## src/rtl/spi_encoder_read_ctrl.sv

```systemverilog
// Sequences SPI reads of the encoder snapshot memory: oversamples cs/sck in the clk
// domain, decodes the command byte and drives freeze, byte address and shifter load.
module spi_encoder_read_ctrl #(
    parameter int NUM_BYTES = 8
) (
    input  logic       clk,
    input  logic       rst_n,
    input  logic       cs,
    input  logic       sck,
    input  logic [7:0] spiDataIn,
    output logic       freezeData,
    output logic [7:0] addressOut,
    output logic       setNewData,
    output logic       busy,
    output logic       frameErr,
    output logic [7:0] byteCount
);

    typedef enum logic [2:0] {
        WAIT_IDLE,
        IDLE,
        CMD,
        DATA,
        IGNORE
    } state_t;

    localparam logic [7:0] DEPTH     = 8'(NUM_BYTES);
    localparam logic [7:0] LAST_ADDR = 8'(NUM_BYTES - 1);

    // Bit 1 = cs, bit 0 = sck
    logic [1:0] pin_raw;
    logic [1:0] sync_meta_reg;
    logic [1:0] sync_reg;
    logic       sck_d_reg;
    logic [1:0] primed_reg;

    state_t     state_reg, state_next;
    logic [2:0] bit_cnt_reg, bit_cnt_next;
    logic [7:0] byte_count_reg, byte_count_next;
    logic [7:0] addr_reg, addr_next;
    logic       freeze_reg, freeze_next;
    logic       frame_err_reg, frame_err_next;
    logic       load_pending_reg, load_pending_next;
    logic       set_new_data_reg;

    logic cs_s;
    logic sck_s;
    logic sck_rise;
    logic byte_done;

    assign pin_raw = {cs, sck};

    generate
        for (genvar gi = 0; gi < 2; gi++) begin : g_sync
            always_ff @(posedge clk) begin
                if (!rst_n) begin
                    sync_meta_reg[gi] <= 1'b1;
                    sync_reg[gi]      <= 1'b1;
                end else begin
                    sync_meta_reg[gi] <= pin_raw[gi];
                    sync_reg[gi]      <= sync_meta_reg[gi];
                end
            end
        end
    endgenerate

    assign cs_s      = sync_reg[1];
    assign sck_s     = sync_reg[0];
    assign sck_rise  = sck_s & ~sck_d_reg;
    assign byte_done = sck_rise && (bit_cnt_reg == 3'd7);

    // The synchronizers restart at 1 after reset, so cs_s only reflects the real pin
    // once both stages have refilled; until then WAIT_IDLE must not trust it.
    always_ff @(posedge clk) begin
        if (!rst_n) begin
            sck_d_reg  <= 1'b1;
            primed_reg <= 2'b00;
        end else begin
            sck_d_reg  <= sck_s;
            primed_reg <= {primed_reg[0], 1'b1};
        end
    end

    always_ff @(posedge clk) begin
        if (!rst_n) begin
            state_reg        <= WAIT_IDLE;
            bit_cnt_reg      <= 3'd0;
            byte_count_reg   <= 8'd0;
            addr_reg         <= 8'd0;
            freeze_reg       <= 1'b0;
            frame_err_reg    <= 1'b0;
            load_pending_reg <= 1'b0;
            set_new_data_reg <= 1'b0;
        end else begin
            state_reg        <= state_next;
            bit_cnt_reg      <= bit_cnt_next;
            byte_count_reg   <= byte_count_next;
            addr_reg         <= addr_next;
            freeze_reg       <= freeze_next;
            frame_err_reg    <= frame_err_next;
            load_pending_reg <= load_pending_next;
            set_new_data_reg <= load_pending_reg;
        end
    end

    always_comb begin
        state_next        = state_reg;
        bit_cnt_next      = bit_cnt_reg;
        byte_count_next   = byte_count_reg;
        addr_next         = addr_reg;
        freeze_next       = freeze_reg;
        frame_err_next    = frame_err_reg;
        load_pending_next = 1'b0;

        unique case (state_reg)
            WAIT_IDLE: begin
                if (primed_reg[1] && cs_s) begin
                    state_next = IDLE;
                end
            end
            IDLE: begin
                if (!cs_s) begin
                    state_next     = CMD;
                    bit_cnt_next   = 3'd0;
                    byte_count_next = 8'd0;
                    frame_err_next = 1'b0;
                    freeze_next    = 1'b1;
                end
            end
            CMD, DATA, IGNORE: begin
                // Frame end takes priority over a byte completing in the same cycle
                if (cs_s) begin
                    state_next  = IDLE;
                    freeze_next = 1'b0;
                    if (bit_cnt_reg != 3'd0) begin
                        frame_err_next = 1'b1;
                    end
                end else if (sck_rise) begin
                    bit_cnt_next = bit_cnt_reg + 3'd1;
                    if (byte_done) begin
                        if (byte_count_reg != 8'hFF) begin
                            byte_count_next = byte_count_reg + 8'd1;
                        end
                        if (state_reg == CMD) begin
                            if (spiDataIn[7] && ({1'b0, spiDataIn[6:0]} < DEPTH)) begin
                                addr_next         = {1'b0, spiDataIn[6:0]};
                                load_pending_next = 1'b1;
                                state_next        = DATA;
                            end else begin
                                state_next = IGNORE;
                            end
                        end else if (state_reg == DATA) begin
                            addr_next         = (addr_reg == LAST_ADDR) ? 8'd0 : addr_reg + 8'd1;
                            load_pending_next = 1'b1;
                        end
                    end
                end
            end
            default: begin
                state_next = WAIT_IDLE;
            end
        endcase
    end

    assign freezeData = freeze_reg;
    assign addressOut = addr_reg;
    assign setNewData = set_new_data_reg;
    assign busy       = (state_reg == CMD) || (state_reg == DATA) || (state_reg == IGNORE);
    assign frameErr   = frame_err_reg;
    assign byteCount  = byte_count_reg;

endmodule

```

## config.mk

```make
export PLATFORM = sky130hd
export DESIGN_NAME = spi_encoder_read_ctrl
export DESIGN_NICKNAME = d
export VERILOG_FILES = /design/src/rtl/spi_encoder_read_ctrl.sv
export SDC_FILE = /design/constraint.sdc
export NUM_CORES = 1
export LEC_CHECK = 0
export ABC_CLOCK_PERIOD_IN_PS = 2300
export CORE_ASPECT_RATIO = 1.1
export CORE_MARGIN = 8
export CORE_UTILIZATION = 52
export DETAILED_ROUTE_END_ITERATION = 8
export HOLD_SLACK_MARGIN = 0.02
export PLACE_DENSITY = 0.79
export SKIP_CTS_REPAIR_TIMING = 1
export SYNTH_ARGS = -nofsm -noshare
export SYNTH_HDL_FRONTEND = slang
export SYNTH_SLANG_ARGS = --single-unit
```

## constraint.sdc

```tcl
create_clock -name clk -period 2.3 [get_ports clk]
set_input_delay 0.46 -clock clk [delete_from_list [all_inputs] [get_ports clk]]
set_output_delay 0.46 -clock clk [all_outputs]
set_load 0.005 [all_outputs]
```

* After elaboration in Yosys (flattened, before gate mapping) *
Cells that the tools add are included.

cells by class
  muxes and demuxes = 33
  reduce and logical (&&, ||, !) cells = 17
  bitwise logic cells = 7
  $lt $le $gt $ge = 1
  add/subtract/negate cells = 3
  equal/unequal tests = 19

operators by type and width
  kind                                                 count
  two-way mux 8 bit                                    9
  two-way mux 3 bit                                    10
  adder 8 x 1 -> 8 bit (second input constant)         2
  != test 2 bit (second input constant)                8
  case mux 8 bit (2 select lines)                      1
  AND reduction 6 bit                                  2
  two-way mux 1 bit                                    9
  != test 3 bit (second input constant)                3
  case mux 3 bit (3 select lines)                      1
  == test 8 x 3 -> 1 bit (second input constant)       1
  != test 8 bit (second input constant)                1
  AND reduction 4 bit                                  2
  < comparator 7 x 4 -> 1 bit (second input constant)  1
  == test 3 x 2 -> 1 bit (second input constant)       2
  == test 3 bit (second input constant)                2
  inverter 1 bit                                       6
  case mux 3 bit (2 select lines)                      1
  AND reduction 5 bit                                  1
  OR reduction 5 bit                                   1
  case mux 1 bit (2 select lines)                      2
  nonzero test 2 bit                                   2
  adder 3 x 1 -> 3 bit (second input constant)         1
  == test 3 x 1 -> 1 bit (second input constant)       1
  logical AND 1 bit                                    3
  7 further kinds                                      8

word-level totals
  output and inout bits = 20
  register bits = 33
  input port bits = 12
  word-level logic and storage cells = 95

* Logic depth before layout (Yosys ltp) *
Gate-level depths: netlist of the first run.

  depth after elaboration = 8
  gate-level depth with buffers = 7
  mapped depth without buffers = 7

* Worst setup path before layout of the first run *
OpenSTA, ideal clock, no wires.

  path type = register -> register
  start point = reg bit_cnt_reg[0]
  end point = reg byte_count_reg[3], in the netlist byteCount[3]
  arrival = 1.669 ns
  cell stages (with the launch flop) = 8
  buffers on the path = 0
  library setup time = 0.059 ns
  clock period less this slack = 1.728 ns
  setup slack = 0.572 ns
  required time = 2.241 ns
  cells stage by stage = dfxtp_1 ha_1 ha_1 and3b_1 o21ai_0 or3_4 o31ai_2 a31o_1

on the way
  word-level cells in the longest chain between the ends = 4

RTL lines
  item                                  RTL line  text
  start, declared                       38        logic [2:0] bit_cnt_reg, bit_cnt_next;
  start signal, assigned                96        bit_cnt_reg <= bit_cnt_next;
  == test 3 bit                         70        assign byte_done = sck_rise && (bit_cnt_reg == 3'd7);
  logical AND 1 bit                     70
  != test 2 bit (no source line)        --
  AND reduction 6 bit (no source line)  --
  end signal, assigned                  97        byte_count_reg <= byte_count_next;
  end, declared                         39        logic [7:0] byte_count_reg, byte_count_next;

No other way between the ends.
A chain may end at the register's enable or synchronous reset.

* Final worst setup path of the first run *
  start point = reg state_reg[2]
  end point = out busy

on the way
  word-level cells in the longest chain between the ends = 3
  elaborated cells on any way between the ends = 5
  those cells by class = eq/ne (3); reduce/logical (2)

RTL lines
  item                    RTL line  text
  start, declared         37        state_t state_reg, state_next;
  start signal, assigned  95        state_reg <= state_next;
  == test 3 x 2 -> 1 bit  168       assign busy = (state_reg == CMD) || (state_reg == DATA) || (state_reg == IGNORE);
  logical OR 1 bit        168
  logical OR 1 bit (*)    168
  end, declared           14        output logic busy,

Mark *: on every way between the ends. The rest lies on a longest branch, timed or not.

==> impl_metrics.sql, run 1 <==
INSERT INTO impl_metrics (metric_group, metric, value, unit) VALUES
('drt', 'post_drt_wl_per_cell', '14.35', 'um'),
('yosys', 'synth_cell_type_count', '48', ''),
('critical_path', 'worst-r2r-cell-count', '7', ''),
('clocking', 'clk_pin_slew', '110', 'ps'),
('drt', 'total_wire_length_after_detailed_routing', '3988', 'um'),
('die', 'initial_core_util', '53.48', '%'),
('critical_path', 'cpLargestDelayFamily', 'buffers and inverters', ''),
('sta', 'final.period_utilization', '94.79', '%'),
('yosys', 'async_reset_ff_share', '0', '%'),
('finish', 'ff_latch_area', '661.9', 'um2'),
('sta', 'timing.final.crit_period', '2180', 'ps'),
('pwr', 'ir_drop', '0.4599', 'mV'),
('sta', 'fmax', '0.4587', 'GHz'),
('critical_path', 'crit_type', 'flip-flop to output port', ''),
('finish', 'final_cell_count_no_fill', '278', ''),
('placed_design', 'port_buffers', '31', ''),
('worst_hold_path', 'timing.hold.worst_path_depth', '1', ''),
('global_routing', 'grt_max_degree', '42', ''),
('yosys', 'synthesis.area', '0.001752', 'mm2'),
('global_routing', 'number_of_antenna_violations_at_the_first_check_in_global_routing', '0', ''),
('global_routing', 'grt_use_total', '15.39', '%'),
('yosys', 'yosys_most_used_dff', 'dfxtp_1', ''),
('critical_path', 'worstSetupEndpointType', 'output port', ''),
('global_routing', 'wire_length_of_the_first_global_routing_pass', '6927', 'um'),
('die', 'core-area', '0.003276', 'mm2'),
('sta', 'worst_slew_margin_rel', '60.17', '%'),
('finish', 'diode_count', '0', ''),
('yosys', 'yosysSeqAreaShare', '37.71', '%'),
('yosys', 'netlist_instances', '210', ''),
('drt', 'drtAntennaViolNets', '0', ''),
('critical_path', 'rrSetupSlack', '290', 'ps'),
('global_routing', 'remaining_global_route_overflow', '0', ''),
('pwr', 'p_leak', '0.8013', 'nW'),
('critical_path', 'crit_path_max_fanout', '10', ''),
('sta', 'final_hold_viol_count', '0', ''),
('placed_design', 'place_worst_setup_slack', '136.4', 'ps'),
('critical_path', 'timing.critical_path.buf_inv', '1', ''),
('critical_path', 'endpoint', 'busy', ''),
('finish', 'flow.area_growth_from_synthesis', '23.71', '%'),
('critical_path', 'crit_arrival', '1720', 'ps'),
('critical_path', 'worst-endpoint-required', '1840', 'ps'),
('clocking', 'tritoncts', 'done', ''),
('global_routing', 'grt_pass1_vias', '1535', ''),
('die', 'row_count', '22', ''),
('pwr', 'total_switching_power', '0.0002431', 'W'),
('pwr', 'power_density_normalized_to_cell_area', '515.6', 'mW/mm2'),
('sta', 'setup_repair_after_global_routing_missed_its_margin', 'false', ''),
('yosys', 'synth_enable_flop_cells', '0', ''),
('critical_path', 'reg2reg_to', 'byteCount[3]$_SDFFE_PN0P_', ''),
('critical_path', 'worst_setup_path_start_kind', 'flip-flop', ''),
('yosys', 'syn_nets', '227', ''),
('drt', 'routed-via-count', '1604', ''),
('clocking', 'cts.htree.levels', '2', ''),
('sta', 'clock_skew', '13.64', 'ps'),
('drt', 'detail_route.first_pass.iterations', '4', ''),
('status', 'run_status', 'finished, final reports clean', ''),
('yosys', 'number_of_synthesized_register_bits', '33', ''),
('die', 'fp.dieH', '76.87', 'um'),
('clocking', 'worstSkewPairLatency', '340', 'ps'),
('yosys', 'synth.avg_cell_area', '8.341', 'um2'),
('critical_path', 'critical-path-max-stage-delay', '560', 'ps'),
('critical_path', 'critical_path.startpoint', 'state_reg[2]$_SDFFE_PN0P_', ''),
('clocking', 'root_buffer', 'clkbuf_4', ''),
('clocking', 'cts_max_path_buffers', '2', ''),
('drt', 'drc', '0', ''),
('finish', 'nets', '258', ''),
('pwr', 'pwr-share-seq', '52.8', '%'),
('critical_path', 'critical_path.reg2reg.startpoint', 'bit_cnt_reg[0]$_SDFFE_PN0P_', ''),
('critical_path', 'slowest_stage', 'clkdlybuf4s50_1', ''),
('pwr', 'switching_share', '21.76', '%'),
('sta', 'tightest_slew', '594.9', 'ps');
[kinds of logic (layout without fill, tap and decap cells)]
| family | count (synthesis) | in the layout | synth area share, % |
|---|---|---|---|
| buf+inv | 17 | 49 | 4.714 |
| flops | 33 | 33 | 37.71 |
| compound gates | 59 | 59 | 23.14 |
| fa+ha+maj | 5 | 5 | 3.571 |
| simple gates | 94 | 94 | 29.71 |
| mux | 2 | 2 | 1.143 |
[power by group through the flow]
stage	registers, W	logic, W	clock network (W)
6_report	0.000590	0.0000657	0.000462
5_1_grt	0.000592	0.0000728	0.000502
4_1_cts	0.000590	0.0000662	0.000472
3_5_place_dp	0.000603	0.0000660	0
3_3_place_gp	0.000603	0.0000654	0
2_1_floorplan	0.000597	0.0000422	0
[synth_stat cells, drive strengths merged, types with 3 or more instances]
master / count / area, um2
o22ai: 3 / 18.77
nor2: 17 / 63.81
nand2: 19 / 71.32
o31ai: 4 / 35.03
clkbuf: 6 / 22.52
nand2b: 11 / 68.82
o21ai: 15 / 78.82
buf: 6 / 41.28
nor3b: 6 / 61.31
dfxtp: 33 / 660.6
inv: 5 / 18.77
nand4: 6 / 37.54
a31oi: 3 / 18.77
a22oi: 3 / 22.52
and2: 5 / 31.28
a31o: 5 / 43.79
a21oi: 11 / 55.05
ha: 5 / 62.56
o211a: 4 / 40.04
nor2b: 7 / 43.79
nand3: 11 / 55.05
[per-stage QoR]
| step | setup TNS [ps] | instance area [um2] | hold WS, ps |
|---|---|---|---|
| after floorplan | 0 | 1752 | 386.3 |
| after global placement | 0 | 2081 | 397.8 |
| after detailed placement | 0 | 2081 | 392.5 |
| after CTS | -37.76 | 2166 | 415.4 |
| after global routing | 0 | 2167 | 443.8 |
| final | 0 | 2167 | 416.7 |
[worst reg2reg max path, delay by kind of cell, from the launching register on]
family          cells  cell delay, ps
fa+ha+maj           2             340
simple gates        2             680
flops               1             400
compound gates      3             550
[layer usage]
layer | vias to the layer above | routed length, um | share of wire, % | GRT usage [%]
met5 | - | 0 | 0 | 0
met4 | 0 | 42 | 1.1 | 7.292
met2 | 38 | 1975 | 50 | 24.38
li1 | 829 | - | - | -
met3 | 4 | 160 | 4.0 | 4.811
met1 | 733 | 1809 | 45 | 18.25
[layout by cell type (no fill, tap or decap), types with 3 or more instances in the layout]
master,n
dfxtp_1,32
clkdlybuf4s50_1,31
nand2_1,19
nor2_1,17
o21ai_0,13
nand2b_1,11
a21oi_1,11
nand3_1,11
nor2b_1,7
nand4_1,6
inv_1,5
and2_1,5
ha_1,5
clkbuf_4,5
buf_4,5
nor3b_1,4
o211a_1,4
a31o_2,4
a22oi_1,3
a31oi_1,3
o31ai_1,3
o22ai_1,3
[layout make-up]
cell class	instances	share of cell area (%)
multi-input combinational	160	46.54
inverter	5	0.8661
tap	36	2.079
clock buffer	7	2.540
sequential	33	30.54
clock inverter	1	1.386
timing repair buffer	36	16.05
[how the worst min path moves through the flow]
stage / startpoint / endpoint / slack (ps)
finish: sync_meta_reg[1]$_SDFF_PN1_ / cs_s$_SDFF_PN1_ / 420
detailed placement: sync_meta_reg[1]$_SDFF_PN1_ / cs_s$_SDFF_PN1_ / 390
CTS: sync_meta_reg[1]$_SDFF_PN1_ / cs_s$_SDFF_PN1_ / 420
floorplan: sync_meta_reg[1]$_SDFF_PN1_ / cs_s$_SDFF_PN1_ / 390
global placement: sync_meta_reg[1]$_SDFF_PN1_ / cs_s$_SDFF_PN1_ / 400
global route: sync_meta_reg[1]$_SDFF_PN1_ / cs_s$_SDFF_PN1_ / 440
Power figures use the tool's default switching activity.
==> run 2, diff against run 1 <==
Settings changed: HOLD_SLACK_MARGIN 0.02 to 0.1.
==> results of run 2 <==
No change in the layout: final DEF, timing and power equal those of run 1.
==> run 3, diff against run 2 <==
Settings changed: ABC_CLOCK_PERIOD_IN_PS 2300 to 1750, CORE_UTILIZATION 52 to 47, PLACE_DENSITY 0.79 to 0.76.
Clock period 2.3 ns to 1.75 ns, I/O delays scaled along.
==> run 3 against run 2 <==
Against the previous run:
- the run now ends with setup timing left
- core utilization is 0.90 points higher
- worst setup slack got worse by 130 ps
- largest power group unchanged
- clock-buffer cell count did not move
- sequential cell count is the same
- critical path type is now flip-flop to flip-flop
==> impl_metrics.sql, run 3 (synthesized netlist as in run 1, its figures left out) <==
INSERT INTO impl_metrics (metric_group, metric, value, unit) VALUES
('clocking', 'cts_max_path_buffers', '2', ''),
('die', 'die_area', '0.005939', 'mm2'),
('finish', 'postLayoutCellArea', '0.002412', 'mm2'),
('pwr', 'combinationalPowerShare', '7.1', '%'),
('drt', 'post_drt_wl_per_cell', '13.62', 'um'),
('sta', 'fmax', '0.5674', 'GHz'),
('critical_path', 'critical_path.reg2reg.startpoint', 'bit_cnt_reg[0]$_SDFFE_PN0P_', ''),
('critical_path', 'crit_path_max_fanout', '6', ''),
('sta', 'setup_viol_count_final', '1', ''),
('worst_hold_path', 'holdCritStartpoint', 'sync_meta_reg[1]$_SDFF_PN1_', ''),
('clocking', 'clk_pin_slew', '60', 'ps'),
('global_routing', 'wire_length_of_the_first_global_routing_pass', '6906', 'um'),
('critical_path', 'crit_type', 'flip-flop to flip-flop', ''),
('critical_path', 'worstSetupEndpointType', 'flip-flop', ''),
('status', 'failed_checks', 'setup timing', ''),
('global_routing', 'grt_use_total', '14.71', '%'),
('finish', 'nets', '276', ''),
('clocking', 'root_buffer', 'clkbuf_8', ''),
('sta', 'timing.final.crit_period', '1762', 'ps'),
('global_routing', 'number_of_antenna_violations_at_the_first_check_in_global_routing', '0', ''),
('clocking', 'worstSkewPairLatency', '280', 'ps'),
('drt', 'routed-via-count', '1691', ''),
('critical_path', 'critical_path.most_common_cell', 'ha_4', ''),
('drt', 'drtAntennaViolNets', '0', ''),
('pwr', 'switching_share', '21.38', '%'),
('sta', 'tightest_slew', '490.7', 'ps'),
('sta', 'final.period_utilization', '100.7', '%'),
('die', 'fp.dieH', '80.03', 'um'),
('critical_path', 'worstPathCellList', 'ha_4, ha_4, and3b_2, buf_6, o211ai_1, buf_4, nor2_1, o211a_1', ''),
('drt', 'total_wire_length_after_detailed_routing', '4208', 'um'),
('finish', 'drive_above_1_share', '20.85', '%'),
('clocking', 'number_of_buffers_added_by_the_clock_tree_synthesis_step', '5', ''),
('pwr', 'p_clk_share', '39.0', '%'),
('die', 'row_count', '23', ''),
('finish', 'final_cell_count_no_fill', '309', ''),
('finish', 'layout_common_cells', 'clkdlybuf4s50_1 (29), dfxtp_1 (28), buf_4 (22)', ''),
('drt', 'drc', '0', ''),
('pwr', 'ir_drop', '0.4913', 'mV'),
('finish', 'mostFrequentLayoutCell', 'clkdlybuf4s50_1', ''),
('sta', 'worst_slew_margin_rel', '67.14', '%'),
('global_routing', 'grt_pass1_vias', '1599', ''),
('clocking', 'cts.htree.levels', '2', ''),
('placed_design', 'dpl.cell_count', '301', ''),
('drt', 'detail_route.first_pass.iterations', '5', ''),
('critical_path', 'cpLargestDelayFamily', 'compound AO/OA/AOI/OAI gates', ''),
('finish', 'diode_count', '0', ''),
('die', 'initial_core_util', '48.70', '%'),
('die', 'core-area', '0.003597', 'mm2'),
('critical_path', 'critical-path-max-stage-delay', '330', 'ps'),
('worst_hold_path', 'worst_hold_path_type', 'flip-flop to flip-flop', ''),
('pwr', 'power_density_normalized_to_cell_area', '595.4', 'mW/mm2'),
('placed_design', 'dp_hpwl', '3051', 'um'),
('placed_design', 'place_area', '0.002226', 'mm2'),
('critical_path', 'critical_path.startpoint', 'bit_cnt_reg[0]$_SDFFE_PN0P_', ''),
('finish', 'flow.area_growth_from_synthesis', '37.71', '%'),
('sta', 'clock_skew', '3.911', 'ps'),
('status', 'run_status', 'complete, but fails checks', ''),
('pwr', 'intPower', '0.001129', 'W'),
('pwr', 'p_leak', '0.9223', 'nW'),
('critical_path', 'worst-endpoint-required', '1930', 'ps'),
('pwr', 'total_switching_power', '0.0003070', 'W'),
('sta', 'finalWorstSetupSlack', '-12.31', 'ps'),
('critical_path', 'slowest_stage', 'dfxtp_2', ''),
('finish', 'fill_cells', '298', ''),
('global_routing', 'grt_max_degree', '42', ''),
('placed_design', 'port_buffers', '31', ''),
('die', 'ios', '32', ''),
('critical_path', 'timing.critical_path.buf_inv', '2', ''),
('die', 'chipWidth', '74.21', 'um'),
('pwr', 'pwr-share-seq', '53.9', '%'),
('critical_path', 'worst_setup_path_start_kind', 'flip-flop', ''),
('critical_path', 'crit_arrival', '1940', 'ps'),
('sta', 'timing.final.max_slew_violations', '0', ''),
('drt', 'routed_via_density', '5.472', ''),
('drt', 'dr.first_iter.drc_count', '153', ''),
('global_routing', 'remaining_global_route_overflow', '0', ''),
('placed_design', 'globalplace.congestion', '0.8781', ''),
('sta', 'final_hold_viol_count', '0', ''),
('clocking', 'cts.sink_count', '33', ''),
('job', 'maxCapViolCount', '0', ''),
('clocking', 'tritoncts', 'done', ''),
('sta', 'setup_repair_after_global_routing_missed_its_margin', 'true', '');
-- run 3: changes by cell type in the layout (fill, tap and decap cells not counted), moves of 4 or more --
| cell | change |
|---|---|
| clkbuf_8 | +5 |
| buf_4 | +17 |
| dfxtp_2 | +4 |
| clkbuf_4 | -5 |
| dfxtp_1 | -4 |
-- run 3: power groups by stage --
| stage | sequential [W] | combinational, W | clock [W] |
|---|---|---|---|
| finish | 0.000774 | 0.000102 | 0.000560 |
| global route | 0.000776 | 0.000111 | 0.000610 |
| CTS | 0.000773 | 0.000101 | 0.000577 |
| detailed placement | 0.000790 | 0.000100 | 0 |
| global placement | 0.000790 | 0.0000996 | 0 |
| floorplan | 0.000784 | 0.0000554 | 0 |
-- run 3: final timing paths --
check,end,slack (ps),depth (start not counted)
worst max register to register,addressOut[5]$_SDFFE_PN0P_,-10,8
worst max-delay path,addressOut[5]$_SDFFE_PN0P_,-10,8
worst min register to register,cs_s$_SDFF_PN1_,400,1
worst min-delay path,cs_s$_SDFF_PN1_,400,1
-- run 3: per-stage QoR --
stage	utilization [%]	setup slack, ps	power [W]	setup TNS [ps]	hold WS (ps)
after floorplan	-	22.27	0.0008395	0	377.7
after global placement	61.88	-195.4	0.0008896	-1025	388.9
after detailed placement	61.88	-283.6	0.0008903	-1516	392.1
after CTS	64.28	-195.4	0.001451	-255.8	406.0
after global routing	67.06	-87.79	0.001497	-237.6	432.2
final	67.06	-12.31	0.001436	-12.31	403.5
-- run 3: final cells by class --
cell class / instances / area, um2 / area share [%]
Inverter: 5 / 18.77 / 0.7780
Sequential cell: 33 / 666.9 / 27.65
Tap cell: 50 / 62.56 / 2.593
Timing Repair Buffer: 54 / 491.7 / 20.38
Clock buffer: 7 / 86.33 / 3.579
Multi-Input combinational cell: 160 / 1086 / 45.02
-- run 3: per-layer routing --
metal | part of all wire, % | global-route usage [%]
met3 | 5.3 | 4.271
met5 | 0 | 0
met2 | 48 | 24.03
met4 | 2.2 | 7.400
met1 | 44 | 16.86
